[config.mk]
export PLATFORM = sky130hd
export DESIGN_NAME = uart_tx_arbiter_flat
export DESIGN_NICKNAME = d
export VERILOG_FILES = /design/src/rtl/uart_tx_arbiter_if.sv /design/src/rtl/uart_tx_arbiter.sv /design/src/flat_wrapper.sv
export SDC_FILE = /design/constraint.sdc
export NUM_CORES = 1
export LEC_CHECK = 0
export CAP_MARGIN = 10
export CORE_MARGIN = 2
export CORE_UTILIZATION = 30
export DETAILED_ROUTE_END_ITERATION = 7
export PLACE_DENSITY_LB_ADDON = 0.2
export SETUP_SLACK_MARGIN = 0.02
export SLEW_MARGIN = 25
export SYNTH_ARGS = -nofsm -noshare
export SYNTH_HDL_FRONTEND = slang
export SYNTH_SLANG_ARGS = --single-unit
[constraint.sdc]
create_clock -name clk_3125 -period 7.5 [get_ports clk_3125]
set_input_delay 1.875 -clock clk_3125 [delete_from_list [all_inputs] [get_ports clk_3125]]
set_output_delay 1.875 -clock clk_3125 [all_outputs]
set_load 0.01 [all_outputs]
[src/rtl/uart_tx_arbiter_if.sv]
// Bundle between the message sources, the UART transmit arbiter and the UART transmitter.
// The master modport is the arbiter's view; the slave modport is the sources/transmitter side.
interface uart_tx_arbiter_if #(
    parameter int N_REQ = 4
);
    logic [N_REQ-1:0]   req;
    logic [4*N_REQ-1:0] req_len;
    logic [8*N_REQ-1:0] req_data;
    logic [N_REQ-1:0]   req_parity;
    logic [N_REQ-1:0]   grant;
    logic [3:0]         byte_idx;
    logic [N_REQ-1:0]   done;
    logic               err;
    logic               busy;
    logic               tx_start;
    logic [7:0]         tx_data;
    logic               tx_parity;
    logic               tx_done;

    modport master (
        input  req, req_len, req_data, req_parity, tx_done,
        output grant, byte_idx, done, err, busy, tx_start, tx_data, tx_parity
    );

    modport slave (
        output req, req_len, req_data, req_parity, tx_done,
        input  grant, byte_idx, done, err, busy, tx_start, tx_data, tx_parity
    );
endinterface

[src/rtl/uart_tx_arbiter.sv]
// Round-robin scheduler sharing one UART transmitter among up to four message sources,
// sequencing each granted message byte by byte with a watchdog on the transmitter's done pulse.
module uart_tx_arbiter #(
    parameter int N_REQ   = 4,
    parameter int TIMEOUT = 400
) (
    input  logic              clk_3125,
    input  logic              rst_n,
    uart_tx_arbiter_if.master bus
);
    typedef enum logic [1:0] {IDLE, LOAD, WAIT, NEXT} state_t;

    localparam logic [9:0] TMO  = 10'(TIMEOUT);
    localparam logic [1:0] LAST = 2'(N_REQ - 1);

    state_t           state, state_nxt;
    logic [N_REQ-1:0] grant_q, grant_nxt;
    logic [N_REQ-1:0] done_q, done_nxt;
    logic [1:0]       rr_ptr, rr_nxt;
    logic [1:0]       winner, winner_nxt;
    logic [3:0]       idx_q, idx_nxt;
    logic [3:0]       len_q, len_nxt;
    logic [9:0]       wd_q, wd_nxt, wd_inc;
    logic [7:0]       data_q, data_nxt;
    logic             par_q, par_nxt;
    logic             err_q, err_nxt;
    logic             start_q, start_nxt;

    logic             found;
    logic [1:0]       pick;
    logic [2:0]       cand;
    logic [3:0]       pick_len;

    function automatic logic [1:0] rr_after(input logic [1:0] w);
        return (w == LAST) ? 2'd0 : w + 2'd1;
    endfunction

    // First requesting source at or after rr_ptr, wrapping modulo N_REQ.
    always_comb begin
        found = 1'b0;
        pick  = '0;
        cand  = '0;
        for (int unsigned i = 0; i < N_REQ; i++) begin
            cand = {1'b0, rr_ptr} + 3'(i);
            if (cand >= 3'(N_REQ)) cand = cand - 3'(N_REQ);
            if (!found && bus.req[cand[1:0]]) begin
                found = 1'b1;
                pick  = cand[1:0];
            end
        end
    end

    assign pick_len = bus.req_len[{pick, 2'b00} +: 4];

    always_comb begin
        state_nxt  = state;
        grant_nxt  = grant_q;
        winner_nxt = winner;
        rr_nxt     = rr_ptr;
        idx_nxt    = idx_q;
        len_nxt    = len_q;
        wd_nxt     = wd_q;
        data_nxt   = data_q;
        par_nxt    = par_q;
        done_nxt   = '0;
        err_nxt    = 1'b0;
        start_nxt  = 1'b0;
        wd_inc     = wd_q + 10'd1;
        case (state)
            IDLE: begin
                if (found) begin
                    if (pick_len == 4'd0) begin
                        done_nxt[pick] = 1'b1;
                        rr_nxt         = rr_after(pick);
                    end else begin
                        grant_nxt       = '0;
                        grant_nxt[pick] = 1'b1;
                        winner_nxt      = pick;
                        par_nxt         = bus.req_parity[pick];
                        len_nxt         = pick_len;
                        idx_nxt         = '0;
                        state_nxt       = LOAD;
                    end
                end
            end
            LOAD: begin
                data_nxt  = bus.req_data[{winner, 3'b000} +: 8];
                start_nxt = 1'b1;
                wd_nxt    = '0;
                state_nxt = WAIT;
            end
            WAIT: begin
                // Abort decided on the count including this cycle, so err lands exactly
                // TIMEOUT cycles after WAIT is entered.
                if (bus.tx_done) begin
                    state_nxt = NEXT;
                end else if (wd_inc == TMO) begin
                    err_nxt   = 1'b1;
                    grant_nxt = '0;
                    rr_nxt    = rr_after(winner);
                    state_nxt = IDLE;
                end else begin
                    wd_nxt = wd_inc;
                end
            end
            NEXT: begin
                if (!bus.req[winner]) begin
                    grant_nxt = '0;
                    state_nxt = IDLE;
                end else if (idx_q == len_q - 4'd1) begin
                    done_nxt[winner] = 1'b1;
                    grant_nxt        = '0;
                    rr_nxt           = rr_after(winner);
                    state_nxt        = IDLE;
                end else begin
                    idx_nxt   = idx_q + 4'd1;
                    state_nxt = LOAD;
                end
            end
            default: state_nxt = IDLE;
        endcase
    end

    always_ff @(posedge clk_3125 or negedge rst_n) begin
        if (!rst_n) begin
            state   <= IDLE;
            grant_q <= '0;
            done_q  <= '0;
            rr_ptr  <= '0;
            winner  <= '0;
            idx_q   <= '0;
            len_q   <= '0;
            wd_q    <= '0;
            data_q  <= '0;
            par_q   <= 1'b0;
            err_q   <= 1'b0;
            start_q <= 1'b0;
        end else begin
            state   <= state_nxt;
            grant_q <= grant_nxt;
            done_q  <= done_nxt;
            rr_ptr  <= rr_nxt;
            winner  <= winner_nxt;
            idx_q   <= idx_nxt;
            len_q   <= len_nxt;
            wd_q    <= wd_nxt;
            data_q  <= data_nxt;
            par_q   <= par_nxt;
            err_q   <= err_nxt;
            start_q <= start_nxt;
        end
    end

    assign bus.grant     = grant_q;
    assign bus.byte_idx  = idx_q;
    assign bus.done      = done_q;
    assign bus.err       = err_q;
    assign bus.busy      = (state != IDLE);
    assign bus.tx_start  = start_q;
    assign bus.tx_data   = data_q;
    assign bus.tx_parity = par_q;
endmodule
[src/flat_wrapper.sv]
// flat-port wrapper written by rule: the top's interface ports become plain ports
module uart_tx_arbiter_flat 
#(
    parameter int N_REQ   = 4,
    parameter int TIMEOUT = 400
)
  (clk_3125, rst_n, bus_req, bus_req_len, bus_req_data, bus_req_parity, bus_tx_done, bus_grant, bus_byte_idx, bus_done, bus_err, bus_busy, bus_tx_start, bus_tx_data, bus_tx_parity);
  uart_tx_arbiter_if #(.N_REQ(N_REQ)) bus_i ();
  input  logic clk_3125;
  input  logic rst_n;
  input wire logic [$bits(bus_i.req)-1:0] bus_req;
  input wire logic [$bits(bus_i.req_len)-1:0] bus_req_len;
  input wire logic [$bits(bus_i.req_data)-1:0] bus_req_data;
  input wire logic [$bits(bus_i.req_parity)-1:0] bus_req_parity;
  input wire logic [$bits(bus_i.tx_done)-1:0] bus_tx_done;
  output wire logic [$bits(bus_i.grant)-1:0] bus_grant;
  output wire logic [$bits(bus_i.byte_idx)-1:0] bus_byte_idx;
  output wire logic [$bits(bus_i.done)-1:0] bus_done;
  output wire logic [$bits(bus_i.err)-1:0] bus_err;
  output wire logic [$bits(bus_i.busy)-1:0] bus_busy;
  output wire logic [$bits(bus_i.tx_start)-1:0] bus_tx_start;
  output wire logic [$bits(bus_i.tx_data)-1:0] bus_tx_data;
  output wire logic [$bits(bus_i.tx_parity)-1:0] bus_tx_parity;
  assign bus_i.req = bus_req;
  assign bus_i.req_len = bus_req_len;
  assign bus_i.req_data = bus_req_data;
  assign bus_i.req_parity = bus_req_parity;
  assign bus_i.tx_done = bus_tx_done;
  assign bus_grant = bus_i.grant;
  assign bus_byte_idx = bus_i.byte_idx;
  assign bus_done = bus_i.done;
  assign bus_err = bus_i.err;
  assign bus_busy = bus_i.busy;
  assign bus_tx_start = bus_i.tx_start;
  assign bus_tx_data = bus_i.tx_data;
  assign bus_tx_parity = bus_i.tx_parity;
  uart_tx_arbiter #(.N_REQ(N_REQ), .TIMEOUT(TIMEOUT)) u_core (.clk_3125(clk_3125), .rst_n(rst_n), .bus(bus_i));
endmodule
==> metrics.txt <==
Placer Congestion 0.782; Area growth syn-to-layout 35.1%; syn avg cell area between 10 and 15 um2; CP max FO 17; H-tree levels 2; GRT Total Usage 0.144; antenna violations before repair 0; min-delay worst type register to register; Critical Path Start Type input port; Clock Skews 8.68 ps; Slew @ Worst Pin 731 ps; Top FF cell, synth dfrtp_1; share of layout cells above drive strength 1 0.112; EDFF count, synth 0; Peak VDD IR 0.130 mV; DR vias 2427; post-CTS sizing 0; GRT overflow 0; crit-path cells clkdlybuf4s50_1, mux2i_1, a221oi_4, nand3_1, a22oi_2, and3_1, a21o_4, mux2_4; fin crit period approximately 4600 ps; Post-Syn Instances 283; unrepaired setup endpoints after global routing no; leakage dissipation 1.56 nW; Final Slew Violations 0; Residual DRC 0; drt first pass iters 5; Critical Path RT 7680 ps; sequential element share of the synthesized area 0.373; number of core rows 35; pin count of the biggest net entering global routing 44; count of cell types in the netlist 53; placed cell area between 3000 and 4000 um2; clock slew seen by the registers of the worst setup and hold paths around 90 ps; Initial DRC Count 117; Initial Util 0.311; Max-cap violations 0; cts hold-fix bufs 0; status finished clean; CP arrival 4760 ps; Async SR Flop Fraction 1.00; Syn. warnings 0; port bufs 82; DRT Wirelength 7200 um; vias in the first global route 2438; ratio of final minimum period to clock period 0.610; crit end category register; IO Count 83; syn nets roughly 360; clk buf depth 2; clk root buf clkbuf_8; die outline area 10400 um2; Design Area, Final 3900 um2; crit path kind input port to register; #FFs+latches synth 43; CTS buffer count 5; Cell Pwr Density 337 nW/um2; Slowest-stage cell, CP clkdlybuf4s50_1; Die W a little over 100 um; # diodes 0; Die H 102 um; Fmax 0.218 GHz; Routed Antenna Nets 0; first-pass GRT wire length 11900 um; setup violators final 0; Final Hold Vio Count 0; CTS Sinks 43; largest stage delay on the critical path 620 ps; DR vias/cell 4.99; CTS tree built; core area ~9300 um2; Post-Syn Area 2890 um2; wire per inst 14.8 um; total negative setup slack 0 ps; Post-layout nets 432; max_slew headroom 0.508; DP Wirelength 5440 um; Setup Fix Bufs, Post-CTS 0; later-pin clock latency in the skew report 290 ps
logic make-up (layout without fill, tap and decap cells):
logic type                 Yosys count  after routing  share of synthesized area
xor gates and xnor gates            11             11                     0.0334
muxes                               31             31                      0.156
DFF                                 43             43                      0.373
AOI/OAI and AO/OA                   68             68                      0.166
adders and majority gates           17             17                     0.0737
and+or+nand+nor                     83             83                      0.153
buffers and inverters               30            104                     0.0459
stage by stage:
step / power, mW / hold WS, ps / util / setup WS [ps] / cells
3_5_place_dp: 1.14 / 488 / 0.408 / 2610 / 478
5_1_grt: 1.43 / 528 / 0.420 / 2730 / 486
3_3_place_gp: 1.13 / 480 / 0.408 / 2680 / 478
6_report: 1.31 / 503 / 0.420 / 2920 / 486
2_1_floorplan: 0.895 / 473 / - / 3660 / 283
4_1_cts: 1.33 / 509 / 0.420 / 2920 / 486
sequential cells by signal, indices dropped and copies added (netlist names):
signal                count
u_core.wd_q              10
u_core.bus.tx_data        8
u_core.bus.byte_idx       4
u_core.bus.done           4
u_core.bus.grant          4
u_core.len_q              4
u_core.rr_ptr             2
u_core.state              2
u_core.winner             2
u_core.bus.err            1
u_core.bus.tx_parity      1
u_core.bus.tx_start       1
layout by cell type, fill, tap and decap left out, types with 2 or more instances in the layout:
cell              n
clkdlybuf4s50_1  81
dfrtp_1          43
o21ai_0          26
nand2_1          26
ha_1             17
inv_1            14
nand3_1          13
a21oi_1          12
mux2_2           12
xnor2_1          10
nor2_1            9
mux4_2            9
mux2i_1           7
nand4_1           7
clkbuf_8          5
nand2b_1          4
and3_1            4
o22ai_1           4
a32o_1            4
nand3b_1          3
nor4_1            3
nor3b_1           3
nor2b_1           2
and3b_1           2
mux2_4            2
o2111ai_1         2
a221oi_1          2
a31oi_1           2
a211oi_1          2
and2_0            2
o31ai_1           2
worst max-delay path: cells and delay by family:
kind / cells / cell delay, ps
compound gates: 3 / 1040
mux: 2 / 460
simple gates: 2 / 760
buf+inv: 1 / 620
layout make-up:
| cell class | count | area [um2] |
|---|---|---|
| clock inverters | 3 | 43.8 |
| well taps | 129 | 161 |
| repair buffers | 82 | 818 |
| inverters | 14 | 52.6 |
| clock buffers | 5 | 68.8 |
| fillers | 935 | 5390 |
| multi-input cells | 210 | 1680 |
| flip-flops and latches | 43 | 1080 |
synth_stat cells, types with 3 or more instances:
library cell | n | area [um2]
o21ai_0 | 26 | 130
nor2_1 | 9 | 33.8
nor4_1 | 3 | 18.8
xnor2_1 | 10 | 87.6
nor3b_1 | 3 | 22.5
ha_1 | 17 | 213
a21oi_1 | 12 | 60.1
inv_1 | 14 | 52.6
dfrtp_1 | 43 | 1080
mux2_2 | 12 | 135
and3_1 | 4 | 25.0
a32o_1 | 4 | 40.0
nand4_1 | 7 | 43.8
nand2b_1 | 4 | 25.0
nand2_1 | 26 | 97.6
nand3b_1 | 3 | 22.5
o22ai_1 | 4 | 25.0
clkbuf_1 | 11 | 41.3
mux4_2 | 9 | 203
mux2i_1 | 7 | 70.1
nand3_1 | 13 | 65.1
metal layers:
layer	vias up	wire, um	GRT usage
li1	1183	-	-
met1	1190	3240	0.187
met2	52	3670	0.251
met3	2	259	0.0246
met4	0	30	0.0308
met5	-	0	0
power by group:
| group | internal [mW] | switching (mW) |
|---|---|---|
| registers | 0.308 | 0.0872 |
| clock network | 0.0993 | 0.0852 |
| logic | 0.376 | 0.356 |
worst paths after layout:
| path | startpoint | end | slack, ps | cells after the start |
|---|---|---|---|---|
| worst min register to register | u_core.bus.tx_parity$_DFFE_PN0P_ | u_core.bus.tx_parity$_DFFE_PN0P_ | 500 | 1 |
| worst max register to register | u_core.rr_ptr[1]$_DFFE_PN0P_ | u_core.bus.byte_idx[0]$_DFFE_PN0P_ | 4640 | 7 |
| worst min-delay path | u_core.bus.tx_parity$_DFFE_PN0P_ | u_core.bus.tx_parity$_DFFE_PN0P_ | 500 | 1 |
| max in group asynchronous | rst_n | u_core.wd_q[3]$_DFFE_PN0P_ | 5540 | 1 |
| min in group asynchronous | rst_n | u_core.len_q[1]$_DFFE_PN0P_ | 1580 | 1 |
| worst max-delay path | bus_req[3] | u_core.bus.byte_idx[0]$_DFFE_PN0P_ | 2920 | 8 |
No activity file was read; power rests on OpenSTA's default activity.
